File: src/rtl/dut_div_pkg.sv
// Shared widths, limits and FSM state type for the sequential signed divider.
package dut_div_pkg;

   localparam int unsigned DIVIDEND_W = 32;
   localparam int unsigned DIVISOR_W  = 17;
   localparam int unsigned QUOT_W     = 15;
   localparam int unsigned REM_W      = DIVISOR_W + 1;
   localparam int unsigned ITER       = DIVIDEND_W;
   localparam int unsigned CNT_W      = $clog2(ITER);

   localparam int QMAX = 16383;
   localparam int QMIN = -16384;

   // Saturation limits, as 15-bit codes and as unsigned quotient-magnitude thresholds
   localparam logic [QUOT_W-1:0]     QMAX_Q     = QUOT_W'(QMAX);
   localparam logic [QUOT_W-1:0]     QMIN_Q     = QUOT_W'(QMIN);
   localparam logic [DIVIDEND_W-1:0] UQ_POS_LIM = DIVIDEND_W'(QMAX);
   localparam logic [DIVIDEND_W-1:0] UQ_NEG_LIM = DIVIDEND_W'(-QMIN);

   typedef enum logic [1:0] {
      IDLE,
      BUSY,
      FIN,
      DONE
   } state_e;

endpackage

File: src/rtl/dut_sdiv_32s_17ns_15s_seq_if.sv
// Operand/result handshake bundle for the signed divider.
interface dut_sdiv_32s_17ns_15s_seq_if;
   import dut_div_pkg::*;

   logic                         in_valid;
   logic                         in_ready;
   logic signed [DIVIDEND_W-1:0] din0;
   logic        [DIVISOR_W-1:0]  din1;
   logic                         out_valid;
   logic                         out_ready;
   logic        [QUOT_W-1:0]     dout_quot;
   logic        [REM_W-1:0]      dout_rem;
   logic                         dout_ovf;
   logic                         dout_dbz;

   modport master (
      output in_valid, din0, din1, out_ready,
      input  in_ready, out_valid, dout_quot, dout_rem, dout_ovf, dout_dbz
   );

   modport slave (
      input  in_valid, din0, din1, out_ready,
      output in_ready, out_valid, dout_quot, dout_rem, dout_ovf, dout_dbz
   );

endinterface

File: src/rtl/dut_udiv_step.sv
// One combinational restoring-division iteration on unsigned magnitudes.
module dut_udiv_step
   import dut_div_pkg::*;
(
   input  logic [REM_W-1:0]     i_rem,
   input  logic                 i_bit,
   input  logic [DIVISOR_W-1:0] i_div,
   output logic [REM_W-1:0]     o_rem,
   output logic                 o_qbit
);

   logic [REM_W:0] w_shift;
   logic [REM_W:0] w_div_ext;

   // Shift in the next dividend bit, subtract the divisor when it fits
   always_comb begin
      w_shift   = {i_rem, i_bit};
      w_div_ext = {2'b00, i_div};
      o_qbit    = (w_shift >= w_div_ext);
      o_rem     = o_qbit ? REM_W'(w_shift - w_div_ext) : w_shift[REM_W-1:0];
   end

endmodule

File: src/rtl/dut_sdiv_32s_17ns_15s_seq.sv
// Sequential signed divider: 32b signed / 17b unsigned -> saturated 15b quotient,
// 18b remainder. One quotient bit per clock, valid/ready on both sides.
module dut_sdiv_32s_17ns_15s_seq
   import dut_div_pkg::*;
(
   input  logic                       ap_clk,
   input  logic                       ap_rst_n,
   dut_sdiv_32s_17ns_15s_seq_if.slave bus
);

   state_e                r_state, w_state_nxt;
   logic [CNT_W-1:0]      r_cnt;
   logic                  r_sign;
   logic                  r_dbz_op;
   // Holds |dividend| on entry; quotient bits shift in from the LSB as it empties
   logic [DIVIDEND_W-1:0] r_mag;
   logic [DIVISOR_W-1:0]  r_div;
   logic [REM_W-1:0]      r_rem;

   logic [QUOT_W-1:0]     r_quot;
   logic [REM_W-1:0]      r_dout_rem;
   logic                  r_ovf;
   logic                  r_dbz;

   logic                  w_in_ready;
   logic                  w_out_valid;
   logic [REM_W-1:0]      w_rem_nxt;
   logic                  w_qbit;
   logic [QUOT_W-1:0]     w_q_mag;
   logic [QUOT_W-1:0]     w_fin_quot;
   logic [REM_W-1:0]      w_fin_rem;
   logic                  w_fin_ovf;

   dut_udiv_step u_step (
      .i_rem  (r_rem),
      .i_bit  (r_mag[DIVIDEND_W-1]),
      .i_div  (r_div),
      .o_rem  (w_rem_nxt),
      .o_qbit (w_qbit)
   );

   // State register
   always_ff @(posedge ap_clk or negedge ap_rst_n) begin
      if (!ap_rst_n) begin
         r_state <= IDLE;
      end else begin
         r_state <= w_state_nxt;
      end
   end

   // Next-state and handshake outputs
   always_comb begin
      w_state_nxt = r_state;
      w_in_ready  = 1'b0;
      w_out_valid = 1'b0;
      case (r_state)
         IDLE: begin
            w_in_ready = 1'b1;
            if (bus.in_valid) w_state_nxt = BUSY;
         end
         BUSY: begin
            if (r_cnt == CNT_W'(ITER - 1)) w_state_nxt = FIN;
         end
         FIN: begin
            w_state_nxt = DONE;
         end
         DONE: begin
            w_out_valid = 1'b1;
            if (bus.out_ready) w_state_nxt = IDLE;
         end
         default: w_state_nxt = IDLE;
      endcase
   end

   // Sign restoration and saturation of the unsigned quotient/remainder
   always_comb begin
      w_q_mag    = r_mag[QUOT_W-1:0];
      w_fin_quot = r_sign ? -w_q_mag : w_q_mag;
      w_fin_rem  = r_sign ? -r_rem : r_rem;
      w_fin_ovf  = 1'b0;
      if (r_dbz_op) begin
         w_fin_quot = r_sign ? QMIN_Q : QMAX_Q;
         w_fin_rem  = '0;
      end else if (!r_sign && (r_mag > UQ_POS_LIM)) begin
         w_fin_quot = QMAX_Q;
         w_fin_ovf  = 1'b1;
      end else if (r_sign && (r_mag > UQ_NEG_LIM)) begin
         w_fin_quot = QMIN_Q;
         w_fin_ovf  = 1'b1;
      end
   end

   // Operand capture, iteration datapath and result registers
   always_ff @(posedge ap_clk or negedge ap_rst_n) begin
      if (!ap_rst_n) begin
         r_cnt      <= '0;
         r_sign     <= 1'b0;
         r_dbz_op   <= 1'b0;
         r_mag      <= '0;
         r_div      <= '0;
         r_rem      <= '0;
         r_quot     <= '0;
         r_dout_rem <= '0;
         r_ovf      <= 1'b0;
         r_dbz      <= 1'b0;
      end else begin
         case (r_state)
            IDLE: begin
               if (bus.in_valid) begin
                  r_sign   <= bus.din0[DIVIDEND_W-1];
                  // -2^31 negates to 0x8000_0000, which is the correct unsigned magnitude
                  r_mag    <= bus.din0[DIVIDEND_W-1] ? -bus.din0 : bus.din0;
                  r_div    <= bus.din1;
                  r_dbz_op <= (bus.din1 == '0);
                  r_cnt    <= '0;
                  r_rem    <= '0;
               end
            end
            BUSY: begin
               r_rem <= w_rem_nxt;
               r_mag <= {r_mag[DIVIDEND_W-2:0], w_qbit};
               r_cnt <= r_cnt + 1'b1;
            end
            FIN: begin
               r_quot     <= w_fin_quot;
               r_dout_rem <= w_fin_rem;
               r_ovf      <= w_fin_ovf;
               r_dbz      <= r_dbz_op;
            end
            default: ;
         endcase
      end
   end

   assign bus.in_ready  = w_in_ready;
   assign bus.out_valid = w_out_valid;
   assign bus.dout_quot = r_quot;
   assign bus.dout_rem  = r_dout_rem;
   assign bus.dout_ovf  = r_ovf;
   assign bus.dout_dbz  = r_dbz;

endmodule

File: src/flat_wrapper.sv
// flat-port wrapper written by rule: the top's interface ports become plain ports
module dut_sdiv_32s_17ns_15s_seq_flat import dut_div_pkg::*;
  (ap_clk, ap_rst_n, bus_in_valid, bus_din0, bus_din1, bus_out_ready, bus_in_ready, bus_out_valid, bus_dout_quot, bus_dout_rem, bus_dout_ovf, bus_dout_dbz);
  dut_sdiv_32s_17ns_15s_seq_if bus_i ();
  input  logic ap_clk;
  input  logic ap_rst_n;
  input wire logic [$bits(bus_i.in_valid)-1:0] bus_in_valid;
  input wire logic [$bits(bus_i.din0)-1:0] bus_din0;
  input wire logic [$bits(bus_i.din1)-1:0] bus_din1;
  input wire logic [$bits(bus_i.out_ready)-1:0] bus_out_ready;
  output wire logic [$bits(bus_i.in_ready)-1:0] bus_in_ready;
  output wire logic [$bits(bus_i.out_valid)-1:0] bus_out_valid;
  output wire logic [$bits(bus_i.dout_quot)-1:0] bus_dout_quot;
  output wire logic [$bits(bus_i.dout_rem)-1:0] bus_dout_rem;
  output wire logic [$bits(bus_i.dout_ovf)-1:0] bus_dout_ovf;
  output wire logic [$bits(bus_i.dout_dbz)-1:0] bus_dout_dbz;
  assign bus_i.in_valid = bus_in_valid;
  assign bus_i.din0 = bus_din0;
  assign bus_i.din1 = bus_din1;
  assign bus_i.out_ready = bus_out_ready;
  assign bus_in_ready = bus_i.in_ready;
  assign bus_out_valid = bus_i.out_valid;
  assign bus_dout_quot = bus_i.dout_quot;
  assign bus_dout_rem = bus_i.dout_rem;
  assign bus_dout_ovf = bus_i.dout_ovf;
  assign bus_dout_dbz = bus_i.dout_dbz;
  dut_sdiv_32s_17ns_15s_seq u_core (.ap_clk(ap_clk), .ap_rst_n(ap_rst_n), .bus(bus_i));
endmodule
File: config.mk
export PLATFORM = sky130hd
export DESIGN_NAME = dut_sdiv_32s_17ns_15s_seq_flat
export DESIGN_NICKNAME = d
export VERILOG_FILES = /design/src/rtl/dut_div_pkg.sv /design/src/rtl/dut_sdiv_32s_17ns_15s_seq_if.sv /design/src/rtl/dut_udiv_step.sv /design/src/rtl/dut_sdiv_32s_17ns_15s_seq.sv /design/src/flat_wrapper.sv
export SDC_FILE = /design/constraint.sdc
export NUM_CORES = 1
export LEC_CHECK = 0
export ABC_AREA = 0
export ABC_CLOCK_PERIOD_IN_PS = 3700
export CELL_PAD_IN_SITES_DETAIL_PLACEMENT = 0
export CELL_PAD_IN_SITES_GLOBAL_PLACEMENT = 2
export CORE_MARGIN = 8
export CORE_UTILIZATION = 35
export DETAILED_ROUTE_END_ITERATION = 16
export PLACE_DENSITY_LB_ADDON = 0.1
export SETUP_SLACK_MARGIN = 0.3
export SYNTH_ARGS = -nofsm -noshare
export SYNTH_HDL_FRONTEND = slang
export SYNTH_HIERARCHICAL = 1
export SYNTH_SLANG_ARGS = --single-unit
File: constraint.sdc
create_clock -name ap_clk -period 3.7 [get_ports ap_clk]
set_input_delay 0.74 -clock ap_clk [delete_from_list [all_inputs] [get_ports ap_clk]]
set_output_delay 0.74 -clock ap_clk [all_outputs]
set_load 0.03 [all_outputs]
# Yosys cells after proc, flatten, opt, wreduce, memory -nomap -nowiden
# Index checks and enable logic that the tools add are counted.
classes:
  addsub: 5
  magnitude_cmp: 3
  eq_ne: 7
  n_mux: 24
  n_reduce_logical: 9
op_table:
  columns: ["op", "n"]
  rows:
  - ["2-to-1 mux 15 bit", 5]
  - ["2-to-1 mux 18 bit", 4]
  - ["2-to-1 mux 32 bit", 2]
  - ["one-hot mux 32 bit (2 select lines)", 1]
  - ["one-hot mux 18 bit (2 select lines)", 1]
  - ["> comparator 32 x 14 -> 1 bit, second input constant", 1]
  - ["> comparator 32 x 15 -> 1 bit, second input constant", 1]
  - ["negation 32 bit", 1]
  - ["greater-or-equal comparator 19 x 17 -> 1 bit", 1]
  - ["negation 18 bit", 1]
  - ["subtractor 18 x 17 -> 18 bit", 1]
  - ["zero test 17 bit", 1]
  - ["negation 15 bit", 1]
  - ["one-hot mux 5 bit (2 select lines)", 1]
  - ["one-hot mux 2 bit (4 select lines)", 1]
  - ["2-to-1 mux 2 bit", 3]
  - ["adder 5 x 1 -> 5 bit, second input constant", 1]
  - ["== test 5 bit, second input constant", 1]
  - ["2-to-1 mux 1 bit", 5]
  - ["2-to-1 mux 5 bit", 1]
  - ["== test 2 bit, second input constant", 2]
  - ["!= test 2 bit, second input constant", 2]
  - ["AND reduction 2 bit", 2]
  - ["AND reduction 3 bit", 1]
  - ["other kinds (6)", 7]
word_totals:
  register_bits: 111
  out_inout_bits: 37
  wordCells: 59

# Longest topological paths before layout
logic_depth:
  depth_word: 5
  ltp_mapped: 13
  ltp_nobuf: 11

# Cells and area by module
# The synthesis kept the hierarchy.
by_module_without_submodules:
  columns: ["module", "instances", "cells_each", "area_each_um2"]
  rows:
  - ["dut_sdiv_32s_17ns_15s_seq", 1, 587, 5881.9]
  - ["dut_udiv_step", 1, 175, 1256.2]

# Worst setup path after synthesis
# OpenSTA, ideal clock, no wires.
synth_timing:
  kind: "input to register"
  start: "input bus_din0[16]"
  end: "register u_core.r_mag[26]"
  setup_time_ps: 134
  t_arrival_ps: 2697
  required_time_ps: 3566
  slack_ps: 870
  path_stages: 6
  path_cell_list: "or4_1 -> or4_1 -> or3_1 -> o31ai_1 -> xor2_1 -> o22ai_1"
synth_via:
  elab_chain_cells: 4
synth_rtl:
  columns: ["item", "line", "source"]
  rows:
  - ["from (decl)", "flat_wrapper.sv:8", "input wire logic [$bits(bus_i.din0)-1:0] bus_din0;"]
  - ["negation 32 bit", "dut_sdiv_32s_17ns_15s_seq.sv:112", "r_mag <= bus.din0[DIVIDEND_W-1] ? -bus.din0 : bus.din0;"]
  - ["2-to-1 mux 32 bit", "dut_sdiv_32s_17ns_15s_seq.sv:112", null]
  - ["2-to-1 mux 32 bit", "dut_sdiv_32s_17ns_15s_seq.sv:109", "if (bus.in_valid) begin"]
  - ["one-hot mux 32 bit (2 select lines)", "dut_sdiv_32s_17ns_15s_seq.sv:107", "case (r_state)"]
  - ["to (signal assigned)", "dut_sdiv_32s_17ns_15s_seq.sv:112", null]
  - ["to (signal assigned)", "dut_sdiv_32s_17ns_15s_seq.sv:121", "r_mag <= {r_mag[DIVIDEND_W-2:0], w_qbit};"]
  - ["to (decl)", "dut_sdiv_32s_17ns_15s_seq.sv:16", "logic [DIVIDEND_W-1:0] r_mag;"]
# Every way passes these cells. The select of a mux whose other input is x is not followed.
# A chain may end at the register's enable or synchronous reset.

# Worst setup path after layout
layout_timing:
  start: "input bus_din0[14]"
  end: "register u_core.r_mag[26]"
# Same word-level chain as after synthesis.

==> reports/metrics.cfg <==
[outcome]
status=finished, final reports clean

[synth]
ys.flop_type=dfrtp_1
synth_compound_gate_area_share_pct=22.2
postSynthAreaPerCell_sq_um=9.37
synth_cells=762
yosys_warnings=6
syn_area_sq_um=7140
number_of_enable_flip_flop_cells_after_synthesis=0
postSynthRegisterBits=111
synth_area_leader_cell=dfrtp_1
yosysMostFrequentCell=dfrtp_1
synth.yosys.seq_area_share_pct=38.9
synth_xor_xnor_area_share_pct=7.85
synthArstFlopShare_pct=100
yosys-top-cells-count=dfrtp_1, a21oi_1, nand2_1
synth_fa_ha_area_share_pct=4.84
synth_cell_type_count=68
synth_top_area_share_pct=38.9
ys_top_cells_by_area=dfrtp_1, mux2_2, ha_1
synth_fp_nets=842
main_combinational_cell_family_by_area_after_synthesis=compound AO/OA/AOI/OAI gates
muxShareOfSynthArea_pct=7.12
post_synthesis_share_of_cell_area_spent_on_and_or_nand_and_nor_gates_pct=14.6

[worst_setup_path]
critical_path_class=primary input to flip-flop
timing.critical_path.cells=clkdlybuf4s50_1, or4_1, or4_1, or3_1, o31ai_1, xor2_1, o22ai_1
startpoint_type=primary input
timing.rr.end=u_core/r_rem[16]$_DFFE_PN0P_
crit_path_max_incr_delay_ns=0.60
worst_ep_arrival_time_ns=3.42
worst_ep_required_time_ns=3.93
timing.reg2reg.setup_slack_ns=0.61
critical_path.most_common_cell=or4_1
crit_fanout=5
critical-path-top-delay-family=simple AND/OR/NAND/NOR gates
crit_path_end_kind=flip-flop
total_buffers_and_inverters_traversed_by_the_critical_path=1
worst_r2r_path_cells=11
crit_path_max_delay_cell_type=or4_1
worst_r2r_startpoint=u_core/r_mag[31]$_DFFE_PN0P_

[sta]
finalMaxSlewViolations=0
rsz0062_at_grt=no
final.setup_skew_ns=0.00742
max_clock_freq_ghz=0.313
max-slew-margin-rel_pct=49.0
post_route_worst_setup_slack_ns=0.510
timing_worst_slew_pin_value_ns=0.765
finalSetupViolations=0
fin_hold_ws_ns=0.408
final-hold-violation-count=0
period_minus_slack_ns=3.19
portion_of_the_clock_cycle_consumed_by_the_worst_path_in_the_final_layout_pct=86.2
timing.setup.tns_ns=0

[global_routing]
number_of_global_route_vias_before_repair=6000
grt_antenna_before_repair=1
grt.total_usage_pct=16.0
globalRouteOverflowTotal=0
grt_start_max_net_pins=48
global_route_wire_length_before_repair_um=33500

[pwr]
max_vdd_drop_v=0.000289
power.leakage_nw=3.64
power_density_nw_per_um2=877

[drt]
wl_per_cell_um=18.2
detail_route.iter0.violations=454
drc_errors=0
dr.pass1.iters=5
drtAntennaViolNets=0
detail_route.wirelength_um=20200
route.detailed.vias_per_inst=5.38
vias=5973

[cells_and_area]
multiInputGateArea_sq_um=4040
n_antenna_cell=0
num-nets-final=916
sequential_cell_area_sq_um=2780
areaGrowthSynthToFinish_pct=20.5
drive_above_1_share_pct=9.75
fillers=1972

[clocking]
cts_tree=yes
cts_buffers=9
cts_resized=0
clock_h_tree_levels=3
insertion_delay_ns=0.35
cts-root-to-sink-buffers=2
number_of_sinks_driven_by_the_clock_tree=111
cts-hold-fix-buffers=0
post_cts.repair.setup_buffers=0
cts-root-buf=clkbuf_16
clk_transition_reported_paths_ns=0.08

[floorplan]
initial_utilization_pct=35.5
core_region_area_sq_um=20100
dieArea_sq_um=25200
die-width_um=159
die_h_um=159
boundaryPins=90
fp-row-count=52

[placement]
port_buffers=89
post-place-ws_ns=0.151
hpwlAfterDp_um=15500
gp_congestion=0.811

[min_path]
min_delay_worst_type=primary input to asynchronous set/reset pin

[job]
cap_violations=0

## per-layer routing
layer / up-vias / share of wire (%) / global-route usage, %
met4: 0 / 1.1 / 3.98
met5: - / 0 / 0
met3: 14 / 3.7 / 2.35
met1: 2877 / 54 / 24.8
li1: 2949 / - / -
met2: 133 / 41 / 22.6
## logic make-up after synthesis
family	Yosys count
buffers and inverters	79
flip-flops	111
AO/OA/AOI/OAI	232
adder cells (fa/ha/maj)	27
AND/OR/NAND/NOR	203
multiplexers	46
XOR/XNOR	64
## power breakdown
part	internal [W]	switching, W	leakage, nW
Clock	0.000488	0.000491	0.145
Combinational	0.00183	0.00252	2.11
Sequential	0.00173	0.000485	1.38
## state kept, by name, summed over array words and instances (netlist names)
name                  count
u_core/r_sign             1
u_core/bus.dout_dbz       1
u_core/bus.dout_rem      18
u_core/r_mag             32
u_core/r_rem             18
u_core/r_div             17
u_core/r_state            2
u_core/bus.dout_ovf       1
u_core/r_dbz_op           1
u_core/r_cnt              5
u_core/bus.dout_quot     15
## worst max-delay path by stage
| stage | startpoint | end | slack (ns) | depth (start not counted) |
|---|---|---|---|---|
| floorplan | bus_din0[16] | u_core/r_mag[26]$_DFFE_PN0P_ | 0.87 | 6 |
| global placement | bus_din0[14] | u_core/r_mag[29]$_DFFE_PN0P_ | 0.23 | 7 |
| detailed placement | bus_din0[14] | u_core/r_mag[26]$_DFFE_PN0P_ | 0.15 | 7 |
| CTS | bus_din0[14] | u_core/r_mag[26]$_DFFE_PN0P_ | 0.52 | 7 |
| global route | bus_din0[14] | u_core/r_mag[26]$_DFFE_PN0P_ | 0.39 | 7 |
| finish | bus_din0[14] | u_core/r_mag[26]$_DFFE_PN0P_ | 0.51 | 7 |
## cell usage in the layout (no fill, tap or decap), types with 6 or more instances in the layout
master and instances:
or2_2 6, nor4_1 11, a221o_1 8, xnor2_1 27, nor2_1 45, or3_1 7, o22ai_1 9, o41ai_1 6
and3_1 7, a21o_1 9, nor3_1 13, nand3b_1 8, ha_1 26, nand2_1 53, a21oi_1 54, o21ai_0 47
or4_1 9, o31ai_1 22, inv_1 37, mux2i_1 11, o21ai_1 11, nand3_1 16, mux2_2 31, xor2_1 37
clkdlybuf4s50_1 88, and2_1 6, buf_4 14, a22o_1 19, dfrtp_1 111, o2bb2ai_1 15, clkbuf_16 9
## through the flow
step	cell area (sq um)	utilization [%]	cells	power, W
after global routing	8600	42.8	1111	0.00818
after CTS	8600	42.8	1111	0.00760
after detailed placement	8310	41.3	1095	0.00659
final	8600	42.8	1111	0.00754
after global placement	8310	41.3	1095	0.00653
after floorplan	7140	-	762	0.00526
## area by class of cell
cell class | instances | share of cell area [%]
clock buffers | 10 | 2.78
clock inverters | 6 | 0.596
inverters | 39 | 1.70
multi-input cells | 572 | 47.0
flip-flops and latches | 111 | 32.3
well taps | 270 | 3.93
repair buffers | 103 | 11.7
(Power assumes the default switching activity.)
